### src/rtl/sort_ctrl_if.sv
// Shared sorter geometry plus the stream-side handshake bundle for sort_ctrl.
package sort_pkg;
    localparam int M = 8;  // elements per input vector
    localparam int N = 8;  // bits per element
    localparam int W = 4;  // smallest elements kept / sorter stages
endpackage

interface sort_ctrl_if;
    import sort_pkg::*;

    logic                s_valid;
    logic                s_ready;
    logic [M-1:0][N-1:0] s_data;
    logic                m_valid;
    logic                m_ready;
    logic [W-1:0][N-1:0] m_data;

    // slave: the controller; master: whoever feeds vectors and drains results
    modport slave  (input  s_valid, s_data, m_ready, output s_ready, m_valid, m_data);
    modport master (output s_valid, s_data, m_ready, input  s_ready, m_valid, m_data);
endinterface

### src/rtl/sort_ctrl.sv
// Flow controller for the pipelined min-extraction sorter: credit-based input
// acceptance, tag tracking through the non-stallable sorter, per-lane deskew
// and an in-order output FIFO.

// One deskew lane: fixed DLY-cycle delay line, DLY >= 1. Data only; the
// validity of the aligned word is carried by the tag pipe in the parent.
module sort_deskew_lane #(
    parameter int N   = 8,
    parameter int DLY = 1
) (
    input  logic         clk,
    input  logic [N-1:0] d,
    output logic [N-1:0] q
);
    logic [DLY-1:0][N-1:0] sr;

    // shift the lane value DLY stages
    always_ff @(posedge clk) begin
        sr[0] <= d;
        for (int k = 1; k < DLY; k++) sr[k] <= sr[k-1];
    end

    assign q = sr[DLY-1];
endmodule

module sort_ctrl
    import sort_pkg::*;
#(
    parameter int DEPTH = W + 3
) (
    input  logic                         clk,
    input  logic                         rst_n,
    sort_ctrl_if.slave                   sif,
    output logic [M-1:0][N-1:0]          o_chi,
    input  logic [W-1:0][N-1:0]          i_y_q,
    input  logic                         i_flush,
    output logic [$clog2(DEPTH+1)-1:0]   o_used,
    output logic                         o_busy
);
    localparam int UW = $clog2(DEPTH + 1);
    localparam int PW = $clog2(DEPTH);

    logic [W:0]          vld_pipe;   // tag per sorter stage; [W] marks the aligned word
    logic [W-1:0][N-1:0] y_al;
    logic [W-1:0][N-1:0] mem [DEPTH];
    logic [PW-1:0]       wr_ptr, rd_ptr;
    logic [UW-1:0]       used;       // in flight + buffered credits
    logic [UW-1:0]       cnt;        // buffered entries only
    logic                acc, pop, wr;

    // pointer increment with explicit wrap so non-power-of-2 depths work
    function automatic logic [PW-1:0] nxt(input logic [PW-1:0] p);
        return (p == PW'(DEPTH - 1)) ? '0 : p + 1'b1;
    endfunction

    // s_ready comes from the credit register only; a pop frees its credit next cycle
    assign sif.s_ready = (used < UW'(DEPTH));
    assign sif.m_valid = (cnt != '0);
    assign sif.m_data  = mem[rd_ptr];
    assign acc         = sif.s_valid & sif.s_ready;
    assign pop         = sif.m_valid & sif.m_ready;
    assign wr          = vld_pipe[W];
    assign o_used      = used;
    assign o_busy      = (used != '0);

    // lane i emerges i cycles after lane 0; delay it W-1-i so all meet at tag[W]
    for (genvar i = 0; i < W - 1; i++) begin : g_lane
        sort_deskew_lane #(.N(N), .DLY(W - 1 - i)) u_lane (
            .clk (clk),
            .d   (i_y_q[i]),
            .q   (y_al[i])
        );
    end
    assign y_al[W-1] = i_y_q[W-1];

    // control state: tags, pointers, credits and the sorter input register
    always_ff @(posedge clk) begin
        if (!rst_n) begin
            vld_pipe <= '0;
            wr_ptr   <= '0;
            rd_ptr   <= '0;
            used     <= '0;
            cnt      <= '0;
            o_chi    <= '0;
        end else if (i_flush) begin
            // words still in the sorter retire with tag 0 and are dropped
            vld_pipe <= '0;
            wr_ptr   <= '0;
            rd_ptr   <= '0;
            used     <= '0;
            cnt      <= '0;
        end else begin
            vld_pipe <= {vld_pipe[W-1:0], acc};
            if (acc) o_chi  <= sif.s_data;
            if (wr)  wr_ptr <= nxt(wr_ptr);
            if (pop) rd_ptr <= nxt(rd_ptr);
            used <= used + UW'(acc) - UW'(pop);
            cnt  <= cnt + UW'(wr) - UW'(pop);
        end
    end

    // FIFO storage; credits guarantee a free slot whenever an aligned word lands
    always_ff @(posedge clk) begin
        if (rst_n && !i_flush && wr) mem[wr_ptr] <= y_al;
    end
endmodule

### src/flat_wrapper.sv
// flat-port wrapper written by rule: the top's interface ports become plain ports
module sort_ctrl_flat import sort_pkg::*;
#(
    parameter int DEPTH = W + 3
)
  (clk, rst_n, o_chi, i_y_q, i_flush, o_used, o_busy, sif_s_valid, sif_s_data, sif_m_ready, sif_s_ready, sif_m_valid, sif_m_data);
  sort_ctrl_if sif_i ();
  input  logic clk;
  input  logic rst_n;
  output logic [M-1:0][N-1:0] o_chi;
  input  logic [W-1:0][N-1:0] i_y_q;
  input  logic i_flush;
  output logic [$clog2(DEPTH+1)-1:0] o_used;
  output logic o_busy;
  input wire logic [$bits(sif_i.s_valid)-1:0] sif_s_valid;
  input wire logic [$bits(sif_i.s_data)-1:0] sif_s_data;
  input wire logic [$bits(sif_i.m_ready)-1:0] sif_m_ready;
  output wire logic [$bits(sif_i.s_ready)-1:0] sif_s_ready;
  output wire logic [$bits(sif_i.m_valid)-1:0] sif_m_valid;
  output wire logic [$bits(sif_i.m_data)-1:0] sif_m_data;
  assign sif_i.s_valid = sif_s_valid;
  assign sif_i.s_data = sif_s_data;
  assign sif_i.m_ready = sif_m_ready;
  assign sif_s_ready = sif_i.s_ready;
  assign sif_m_valid = sif_i.m_valid;
  assign sif_m_data = sif_i.m_data;
  sort_ctrl #(.DEPTH(DEPTH)) u_core (.clk(clk), .rst_n(rst_n), .sif(sif_i), .o_chi(o_chi), .i_y_q(i_y_q), .i_flush(i_flush), .o_used(o_used), .o_busy(o_busy));
endmodule
### config.mk
export PLATFORM = sky130hd
export DESIGN_NAME = sort_ctrl_flat
export DESIGN_NICKNAME = d
export VERILOG_FILES = /design/src/rtl/sort_ctrl_if.sv /design/src/rtl/sort_ctrl.sv /design/src/flat_wrapper.sv
export SDC_FILE = /design/constraint.sdc
export NUM_CORES = 1
export LEC_CHECK = 0
export BUFFER_PORTS_ARGS = -buffer_cell sky130_fd_sc_hd__buf_2
export CAP_MARGIN = 20
export CORE_UTILIZATION = 29
export CTS_BUF_LIST = sky130_fd_sc_hd__clkbuf_16
export DETAILED_ROUTE_END_ITERATION = 12
export SYNTH_ARGS = -nofsm -noshare
export SYNTH_HDL_FRONTEND = slang
export SYNTH_SLANG_ARGS = --single-unit
export TNS_END_PERCENT = 10
### constraint.sdc
create_clock -name clk -period 7 [get_ports clk]
set_input_delay 1.4 -clock clk [delete_from_list [all_inputs] [get_ports clk]]
set_output_delay 1.4 -clock clk [all_outputs]
set_load 0.02 [all_outputs]
==> results of run 1 <==
==> metal layers <==
| layer | track usage | up-vias |
|---|---|---|
| met4 | 0.0416 | 4 |
| met1 | 0.156 | 3539 |
| li1 | - | 3655 |
| met5 | 0 | - |
| met2 | 0.196 | 261 |
| met3 | 0.0472 | 50 |
==> cell usage after synthesis (all sizes together) (2+ instances only) <==
cell type | instances | area [µm²]
a21o | 32 | 240
a21oi | 5 | 25.0
and2 | 9 | 56.3
buf | 32 | 245
clkbuf | 20 | 75.1
dfxtp | 132 | 2640
edfxtp | 224 | 6730
fa | 2 | 40.0
ha | 5 | 62.6
inv | 7 | 26.3
mux2i | 161 | 1610
nand2 | 164 | 616
nand2b | 4 | 25.0
nor2 | 8 | 30.0
nor2b | 3 | 18.8
nor3 | 7 | 35.0
o21ai | 33 | 165
o22ai | 32 | 200
or3 | 2 | 17.5
xor2 | 2 | 17.5
==> worst max-delay path: stages (launching register included) <==
cell	delay [ns]
dfxtp_2	0.86
nand2b_2	0.83
o22ai_1	0.19
a21o_1	0.19
buf_2	0.15
==> worst max-delay path by stage <==
| stage | from | to | slack, ns |
|---|---|---|---|
| floorplan | i_flush | u_core.mem[1][0]$_DFFE_PP_ | 1.63 |
| global route | register | sif_m_data[2] | 2.55 |
| CTS | register | sif_m_data[2] | 2.72 |
| detailed placement | rst_n | u_core.mem[4][13]$_DFFE_PP_ | 3.25 |
| global placement | rst_n | u_core.mem[4][15]$_DFFE_PP_ | 3.31 |
| finish | register | sif_m_data[30] | 2.79 |
==> power breakdown <==
| group | total [mW] | switching [mW] | internal [mW] |
|---|---|---|---|
| Sequential | 2.29 | 0.0265 | 2.26 |
| Combinational | 0.137 | 0.0809 | 0.0557 |
| Clock | 2.05 | 0.888 | 1.16 |
| Total | 4.48 | 0.995 | 3.48 |
==> stage by stage <==
step           setup WS (ns)  area (µm²)  power [mW]  instances  hold WS (ns)
5_1_grt                 2.55       15900        4.64       1728         0.329
3_5_place_dp            3.25       14600        2.47       1650         0.312
2_1_floorplan           1.63       13000        2.40        894         0.310
4_1_cts                 2.72       15900        4.54       1726         0.326
6_report                2.79       15900        4.48       1728         0.325
3_3_place_gp            3.31       14600        2.47       1650         0.311
==> area by class of cell <==
class,instances,area (µm²),share of cell area
repair buffers,218,1170,0.0733
clock buffers,41,1030,0.0645
multi-input cells,479,3290,0.207
inverters,7,26.3,0.00165
clock inverters,35,290,0.0182
flip-flops and latches,356,9380,0.589
well taps,592,741,0.0465
==> sequential cells by signal, summed over array words and instances (netlist names), named ones only <==
| name | flops |
|---|---|
| u_core.cnt | 3 |
| u_core.g_lane.u_lane.q | 24 |
| u_core.g_lane.u_lane.sr | 24 |
| u_core.mem | 224 |
| u_core.o_chi | 64 |
| u_core.o_used | 3 |
| u_core.rd_ptr | 3 |
| u_core.vld_pipe | 5 |
| u_core.wr_ptr | 3 |
==> logic make-up (layout without fill, tap and decap cells) <==
kind of cell,count (synthesis),after routing,synth area share
AOI/OAI and AO/OA,108,108,0.0530
xor gates and xnor gates,2,2,0.00135
adders and majority gates,7,7,0.00792
buffers and inverters,59,301,0.0267
DFF,356,356,0.723
muxes,161,161,0.124
and+or+nand+nor,201,201,0.0638
==> layout by cell type, fill, tap and decap left out, types with 2 or more instances in the layout <==
cell type,netlist,routed
edfxtp_1,224,224
buf_2,13,201
nand2_1,164,164
mux2i_1,161,161
dfxtp_1,132,129
clkbuf_16,0,41
o21ai_0,33,33
o22ai_1,32,32
a21o_1,32,32
buf_4,7,15
inv_1,7,13
and2_1,9,9
clkinv_1,0,7
clkinv_2,0,7
a21oi_1,5,5
nor2_1,8,5
ha_1,5,5
nor3_1,7,4
clkinv_4,0,4
clkinvlp_4,0,4
nand2b_1,4,3
nor3_2,0,3
nor2b_1,3,3
nor2_4,0,3
xor2_1,2,2
fa_1,2,2
dfxtp_2,0,2
bufinv_16,0,2
==> flow_metrics.py, run 1 <==
metrics = {
    "routing": {
        "drt-met1-wl_um": 12200,
        "top_layer": "met5",
        "via_per_inst": 4.35,
        "avgRoutedWirePerCell_um": 16.3,
        "finalWirelength_um": 28200,
        "antenna_left": 0,
        "route.met2.wl_um": 12900,
        "drt_iter0_markers": 485,
        "routed-via-count": 7509,
        "dr.pass1.iters": 5,
        "dr_wl_met3_um": 2420,
        "drc": 0,
    },
    "floorplan": {
        "die_h_um": 213,
        "die-area_um2": 45500,
        "pin_count": 203,
        "dieWidth_um": 213,
        "core_area_um2": 44100,
        "start_util": 0.294,
        "num_rows": 77,
    },
    "outcome": {
        "outcome": "complete, no violations",
    },
    "global_routing": {
        "grt_usage": 0.124,
        "globalRoute.totalOverflow": 0,
        "grt_antenna_before_repair": 2,
        "grt_first_pass_wirelength_um": 42900,
        "first_global_vias": 7523,
        "grt_max_degree": 85,
    },
    "worst_setup_path": {
        "critPathKind": "reg2out",
        "cp.arrival_ns": 2.81,
        "worstPathMaxFanout": 34,
        "end_kind": "output port",
        "r2r_end": "u_core.o_chi[9]$_SDFFE_PN0P_",
        "crit_required_ns": 5.60,
        "rr_startpoint": "u_core.o_used[1]$_SDFF_PP0_",
        "r2r_cells": 5,
        "rrSetupSlack_ns": 4.70,
        "cp-start-kind": "register",
    },
    "power": {
        "ir_drop_v": 0.000138,
        "powerDensity_nw_per_um2": 281,
        "p_leak_nw": 5.89,
    },
    "cts": {
        "clock_latency_ns": 0.57,
        "root_buffer": "clkbuf_16",
        "ctsHoldBuffers": 0,
        "path_clk_slew_ns": 0.06,
        "cts_buffer_depth": 3,
        "cts_setup_buffers": 0,
        "cts_resized": 0,
        "cts_made_buffers": 41,
        "cts-htree-levels": 2,
        "cts_tree": "built",
        "cts_sinks": 356,
    },
    "place": {
        "gp_congestion": 0.735,
        "numPortBuffers": 202,
        "dp_hpwl_um": 17600,
    },
    "synth": {
        "ys_types": 34,
        "synthCells": 894,
        "async_flop_share": 0,
        "synth_ff_type": "edfxtp_1",
        "synth_edf_count": 224,
        "syn_avg_cell_area_um2": 14.5,
        "synthesis.area_um2": 13000,
        "synth-seq-area-share": 0.723,
        "ys_seq_elements": 356,
        "synth_warnings": 0,
        "syn_nets": 1002,
    },
    "layout": {
        "n_antenna_cell": 0,
        "final_nets": 1211,
        "fill_cells": 4298,
        "drive_above_1_share": 0.260,
        "area_growth_pct": 22.8,
        "fin_util": 0.361,
    },
    "sta": {
        "relSlewSlack": 0.313,
        "setup_violations": 0,
        "tightest_slew_ns": 1.03,
        "finalHoldViolations": 0,
        "setup_tns_ns": 0,
        "drv_slew": 0,
        "rsz0062_at_grt": "no",
        "finClkSkew_ns": 0.0217,
        "min_period_over_period": 0.601,
        "period_needed_ns": 4.21,
        "max_freq_ghz": 0.238,
    },
    "min_path": {
        "worstHoldPathCells": 0,
        "holdCritPathClass": "reg2reg",
        "worstHoldStart": "u_core.g_lane[0].u_lane.sr[12]$_DFF_P_",
        "min_to": "u_core.g_lane[0].u_lane.q[4]$_DFF_P_",
    },
    "job": {
        "max-cap-violations": 0,
    },
}
No activity file was read; power rests on OpenSTA's default activity.
==> run 2: changes to the inputs <==
--- a/config.mk
+++ b/config.mk
@@ -5,6 +5,7 @@
 export SDC_FILE = /design/constraint.sdc
 export NUM_CORES = 1
 export LEC_CHECK = 0
+export ABC_AREA = 1
 export BUFFER_PORTS_ARGS = -buffer_cell sky130_fd_sc_hd__buf_2
 export CAP_MARGIN = 20
 export CORE_UTILIZATION = 29
==> constraint.sdc (replaced) <==
create_clock -name clk -period 4.1 [get_ports clk]
set_input_delay 0.82 -clock clk [delete_from_list [all_inputs] [get_ports clk]]
set_output_delay 0.82 -clock clk [all_outputs]
set_load 0.02 [all_outputs]
==> run 2 against run 1 <==
  * Cell count rose by 16%
  * Sequential share of layout area down 0.32 points
  * Combinational power up 63%
  * Non-clock buffer count increased by 5
  * Worst setup slack worse by 1.9 ns
  * Critical endpoint is now sif_m_data[1]
  * Largest cell class unchanged
==> flow_metrics.py, run 2 <==
metrics = {
    "power": {
        "total_power_mw": 7.44,
        "powerDensity_nw_per_um2": 465,
        "p_leak_nw": 6.53,
        "ir_drop_v": 0.000266,
    },
    "routing": {
        "drc": 0,
        "antenna_left": 0,
        "dr.pass1.iters": 5,
        "avgRoutedWirePerCell_um": 15.2,
        "via_per_inst": 4.40,
        "routed-via-count": 8853,
        "drt_iter0_markers": 393,
        "finalWirelength_um": 30600,
    },
    "synth": {
        "async_flop_share": 0,
        "synthCells": 1195,
        "ys_top_cells_by_count": "nand2_1 (397), edfxtp_1 (224), dfxtp_1 (132), nand3_1 (102), a21oi_1 (69)",
        "synth_edf_count": 224,
        "synthesis.area_um2": 13200,
        "synth_ff_type": "edfxtp_1",
        "synth_warnings": 0,
        "synth-seq-area-share": 0.709,
        "yosysTopAreaCell": "edfxtp_1",
        "syn_avg_cell_area_um2": 11.1,
        "syn_nets": 1303,
        "synth_top_cell_area_share": 0.509,
        "ys_types": 28,
        "synth.area.top_cells": "edfxtp_1 (51%), dfxtp_1 (20%), nand2_1 (11%), nand3_1 (3.9%), a21oi_1 (2.6%)",
        "synth_most_common_cell": "nand2_1",
        "ys_seq_elements": 356,
    },
    "layout": {
        "fill_cells": 4428,
        "drive_above_1_share": 0.207,
        "area_growth_pct": 21.1,
        "n_antenna_cell": 0,
        "largest_reg_flops": 224,
        "fin_util": 0.359,
        "final_cell_mix": "nand2_1 (397), edfxtp_1 (224), buf_2 (202), dfxtp_1 (129), nand3_1 (102)",
        "final_nets": 1499,
        "multi_input_area_um2": 3200,
        "final_area_um2": 16000,
        "final_common_cell": "nand2_1",
        "largest-register": "u_core.mem",
        "reg_top3": "u_core.mem (224), u_core.o_chi (64)",
        "regArea_um2": 9380,
        "final_cells": 2013,
    },
    "sta": {
        "setup_tns_ns": 0,
        "relSlewSlack": 0.465,
        "min_period_over_period": 0.790,
        "whs_ns": 0.324,
        "tightest_slew_ns": 0.802,
        "rsz0062_at_grt": "no",
        "finalHoldViolations": 0,
        "fin_ws_ns": 0.863,
        "setup_violations": 0,
        "finClkSkew_ns": 0.0193,
        "drv_slew": 0,
        "period_needed_ns": 3.24,
        "max_freq_ghz": 0.309,
    },
    "worst_setup_path": {
        "critPathBufInv": 3,
        "cp-start-kind": "register",
        "path_delay_family": "buffers and inverters",
        "path_cells": "inv_2, buf_4, nand2_1, nand2_1, nand2_1, o21ai_0, nand2_1, nand2_1, buf_2",
        "cpMaxStageDelayCell": "inv_2",
        "cp.arrival_ns": 2.42,
        "crit_required_ns": 3.28,
        "worstPathMaxFanout": 29,
        "worst_path_most_repeated_cell": "nand2_1",
        "end_kind": "output port",
        "worst_path_largest_cell_delay_ns": 0.45,
        "critPathKind": "reg2out",
    },
    "floorplan": {
        "die_h_um": 215,
        "dieWidth_um": 215,
        "pin_count": 203,
        "core_area_um2": 44600,
        "die-area_um2": 46400,
        "start_util": 0.296,
        "num_rows": 77,
    },
    "cts": {
        "ctsHoldBuffers": 0,
        "root_buffer": "clkbuf_16",
        "cts_tree": "built",
        "cts_buffer_depth": 3,
        "cts_setup_buffers": 0,
        "cts-htree-levels": 2,
        "cts_sinks": 356,
        "clock_latency_ns": 0.56,
        "cts_made_buffers": 40,
        "cts_resized": 0,
        "path_clk_slew_ns": 0.06,
    },
    "place": {
        "gp_congestion": 0.729,
        "numPortBuffers": 202,
        "place_area_um2": 14800,
        "dp.cells": 1941,
        "pre_cts_ws_ns": 1.33,
        "dp_hpwl_um": 18800,
    },
    "global_routing": {
        "first_global_vias": 9115,
        "busiest_layer": "met2",
        "met3_usage": 0.0416,
        "grt_antenna_before_repair": 1,
        "use_met1": 0.162,
        "grt_usage": 0.134,
        "grt_first_pass_wirelength_um": 49000,
        "use_met2": 0.226,
        "grt_max_degree": 129,
        "globalRoute.totalOverflow": 0,
    },
    "min_path": {
        "holdCritPathClass": "reg2reg",
    },
    "job": {
        "max-cap-violations": 0,
    },
    "outcome": {
        "outcome": "complete, no violations",
    },
}
[run 2: cell type report]
type | count | share of cell area
flip-flops and latches | 356 | 0.586
multi-input cells | 708 | 0.200
repair buffers | 223 | 0.0769
clock buffers | 42 | 0.0657
well taps | 592 | 0.0463
inverters | 62 | 0.0146
clock inverters | 30 | 0.0108
[run 2: metal layers]
layer  share of wire  wire, µm
met5         0.00046        14
met4           0.024       746
met3           0.075      2300
met2            0.48     14600
met1            0.42     13000
[run 2: power breakdown]
group / leakage [nW] / total [mW] / switching, mW / internal [mW]
logic: 2.79 / 0.223 / 0.140 / 0.0823
registers: 3.10 / 3.90 / 0.0426 / 3.86
clock network: 0.634 / 3.32 / 1.41 / 1.91
total: 6.53 / 7.44 / 1.59 / 5.85
[run 2: logic make-up after synthesis]
kind of cell	after synthesis	synth area share
DFF	356	0.709
xor gates and xnor gates	2	0.00133
adders and majority gates	7	0.00776
buffers and inverters	131	0.0521
and+or+nand+nor	560	0.171
AOI/OAI and AO/OA	139	0.0590
[run 2: worst paths after layout]
kind                                                             start                              endpoint  slack (ns)  depth (start not counted)
worst min-delay path            u_core.g_lane[0].u_lane.sr[12]$_DFF_P_  u_core.g_lane[0].u_lane.q[4]$_DFF_P_        0.32                          0
worst max register to register             u_core.o_used[1]$_SDFF_PP0_           u_core.o_used[1]$_SDFF_PP0_        1.90                          7
worst min register to register  u_core.g_lane[0].u_lane.sr[12]$_DFF_P_  u_core.g_lane[0].u_lane.q[4]$_DFF_P_        0.32                          0
worst max-delay path                                          register                         sif_m_data[1]        0.86                          9
==> run 3: changes to the inputs <==
--- a/config.mk
+++ b/config.mk
@@ -5,7 +5,7 @@
 export SDC_FILE = /design/constraint.sdc
 export NUM_CORES = 1
 export LEC_CHECK = 0
-export ABC_AREA = 1
+export ABC_AREA = 0
 export BUFFER_PORTS_ARGS = -buffer_cell sky130_fd_sc_hd__buf_2
 export CAP_MARGIN = 20
 export CORE_UTILIZATION = 29
==> constraint.sdc (replaced) <==
create_clock -name clk -period 3.1 [get_ports clk]
set_input_delay 0.62 -clock clk [delete_from_list [all_inputs] [get_ports clk]]
set_output_delay 0.62 -clock clk [all_outputs]
set_load 0.02 [all_outputs]
==> run 3 against run 2 <==
  * Combinational power increased by 41%
  * Sequential share of layout area decreased by 0.14 points
  * Utilization increased by 0.48 points
  * Power increased by 34%
  * Worst hold slack got worse by 0.15 ns
  * Register-to-register slack got worse by 0.96 ns
  * Design area increased by 0.23%
  * Via count decreased by 14%
  * Cell count decreased by 14%
  * Die area decreased by 1.9%
  * Sequential power increased by 32%
  * Largest cell class unchanged
==> flow_metrics.py, run 3 (synthesized netlist as in run 1, its figures left out) <==
metrics = {
    "outcome": {
        "outcome": "complete, no violations",
    },
    "layout": {
        "final_common_cell": "edfxtp_1",
        "fill_cells": 4286,
        "reg_top3": "u_core.mem (224), u_core.o_chi (64)",
        "final_cell_mix": "edfxtp_1 (224), buf_2 (201), nand2_1 (164), mux2i_1 (161), dfxtp_1 (129)",
        "drive_above_1_share": 0.264,
        "largest_reg_flops": 224,
        "largest-register": "u_core.mem",
        "area_growth_pct": 23.8,
        "fin_util": 0.364,
        "final_nets": 1222,
        "final_cells": 1738,
    },
    "min_path": {
        "worstHoldStart": "i_y_q[20]",
        "holdCritPathClass": "in2reg",
        "worstHoldPathCells": 1,
        "min_to": "u_core.g_lane[2].u_lane.q[4]$_DFF_P_",
    },
    "worst_setup_path": {
        "r2r_end": "u_core.cnt[2]$_SDFF_PP0_",
        "cp-start-kind": "register",
        "critPathKind": "reg2out",
        "r2r_cells": 9,
        "worstPathMaxFanout": 18,
        "rrSetupSlack_ns": 0.94,
        "rr_startpoint": "u_core.cnt[1]$_SDFF_PP0_",
        "end_kind": "output port",
        "cp.arrival_ns": 2.25,
        "crit_required_ns": 2.48,
    },
    "routing": {
        "routed-via-count": 7644,
        "drt-met1-wl_um": 12400,
        "dr_wl_met3_um": 2450,
        "via_per_inst": 4.40,
        "avgRoutedWirePerCell_um": 16.5,
        "antenna_left": 0,
        "finalWirelength_um": 28700,
        "dr.pass1.iters": 5,
        "top_layer": "met4",
        "route.met2.wl_um": 13200,
        "drt_iter0_markers": 463,
        "drc": 0,
    },
    "power": {
        "powerDensity_nw_per_um2": 620,
        "p_leak_nw": 5.95,
        "ir_drop_v": 0.000406,
        "total_power_mw": 9.95,
    },
    "floorplan": {
        "die_h_um": 213,
        "core_area_um2": 44100,
        "start_util": 0.294,
        "pin_count": 203,
        "die-area_um2": 45500,
        "num_rows": 77,
        "dieWidth_um": 213,
    },
    "job": {
        "max-cap-violations": 0,
    },
    "cts": {
        "ctsHoldBuffers": 0,
        "cts_buffer_depth": 3,
        "cts_tree": "built",
        "path_clk_slew_ns": 0.06,
        "cts_sinks": 356,
        "cts_resized": 0,
        "root_buffer": "clkbuf_16",
        "cts_made_buffers": 41,
        "cts-htree-levels": 2,
        "cts_setup_buffers": 0,
        "clock_latency_ns": 0.55,
    },
    "place": {
        "dp.cells": 1663,
        "gp_congestion": 0.751,
        "pre_cts_ws_ns": 0.705,
        "numPortBuffers": 202,
        "dp_hpwl_um": 17900,
    },
    "sta": {
        "fin_ws_ns": 0.229,
        "finClkSkew_ns": 0.0114,
        "period_needed_ns": 2.87,
        "setup_tns_ns": 0,
        "max_freq_ghz": 0.348,
        "rsz0062_at_grt": "no",
        "min_period_over_period": 0.926,
        "finalHoldViolations": 0,
        "setup_violations": 0,
        "relSlewSlack": 0.428,
        "drv_slew": 0,
        "tightest_slew_ns": 0.859,
    },
    "global_routing": {
        "grt_usage": 0.126,
        "globalRoute.totalOverflow": 0,
        "first_global_vias": 7716,
        "grt_first_pass_wirelength_um": 43600,
        "grt_antenna_before_repair": 1,
        "grt_max_degree": 130,
    },
}
==> run 3: cell count changes in the layout (fill, tap and decap cells not counted), sizes merged, moves of 4 or more <==
cell,before,now
nor2,51,8
and2,2,9
inv,74,20
mux2i,0,161
o22ai,0,32
nand2b,0,4
nand2,398,164
nand3,103,0
buf,223,229
a21oi,69,5
o211ai,32,0
a21o,0,32
==> run 3: metal layers <==
metal	track usage	vias to the layer above
li1	-	3677
met1	0.156	3647
met2	0.207	274
met3	0.0387	46
met4	0.0485	0
met5	0	-
==> run 3: critical path: stages, from the launching register on <==
cell and delay (ns):
dfxtp_2 0.33, buf_4 0.29, nand2b_2 0.31, buf_12 0.27, o22ai_1 0.12, a21o_1 0.19
buf_2 0.19
==> run 3: area by class of cell <==
type,count,area (µm²),area share
timing repair buffer,229,1330,0.0828
clock inverter,31,184,0.0115
antenna,1,2.50,0.000156
clock buffer,43,1080,0.0671
inverter,7,26.3,0.00164
sequential,356,9380,0.584
tap,592,741,0.0462
multi-input combinational,479,3310,0.206
==> run 3: where the power goes <==
group	total (mW)	internal, mW	switching [mW]
registers	5.16	5.11	0.0572
clock network	4.47	2.59	1.88
logic	0.315	0.129	0.186
==> run 3: worst max path at each step <==
stage	from	end	slack, ns
6_report	register	sif_m_data[3]	0.23
5_1_grt	register	sif_m_data[8]	0.11
2_1_floorplan	i_flush	u_core.mem[3][0]$_DFFE_PP_	-0.59
3_3_place_gp	sif_m_ready	u_core.cnt[2]$_SDFF_PP0_	0.70
3_5_place_dp	sif_m_ready	u_core.cnt[2]$_SDFF_PP0_	0.71
4_1_cts	register	sif_m_data[3]	0.16
==> run 3: metrics by stage <==
| stage | hold slack, ns | area [µm²] |
|---|---|---|
| final | 0.172 | 16000 |
| after CTS | 0.138 | 16000 |
| after global routing | 0.147 | 16000 |
| after global placement | 0.311 | 14800 |
| after floorplan | 0.310 | 13000 |
| after detailed placement | 0.312 | 14800 |
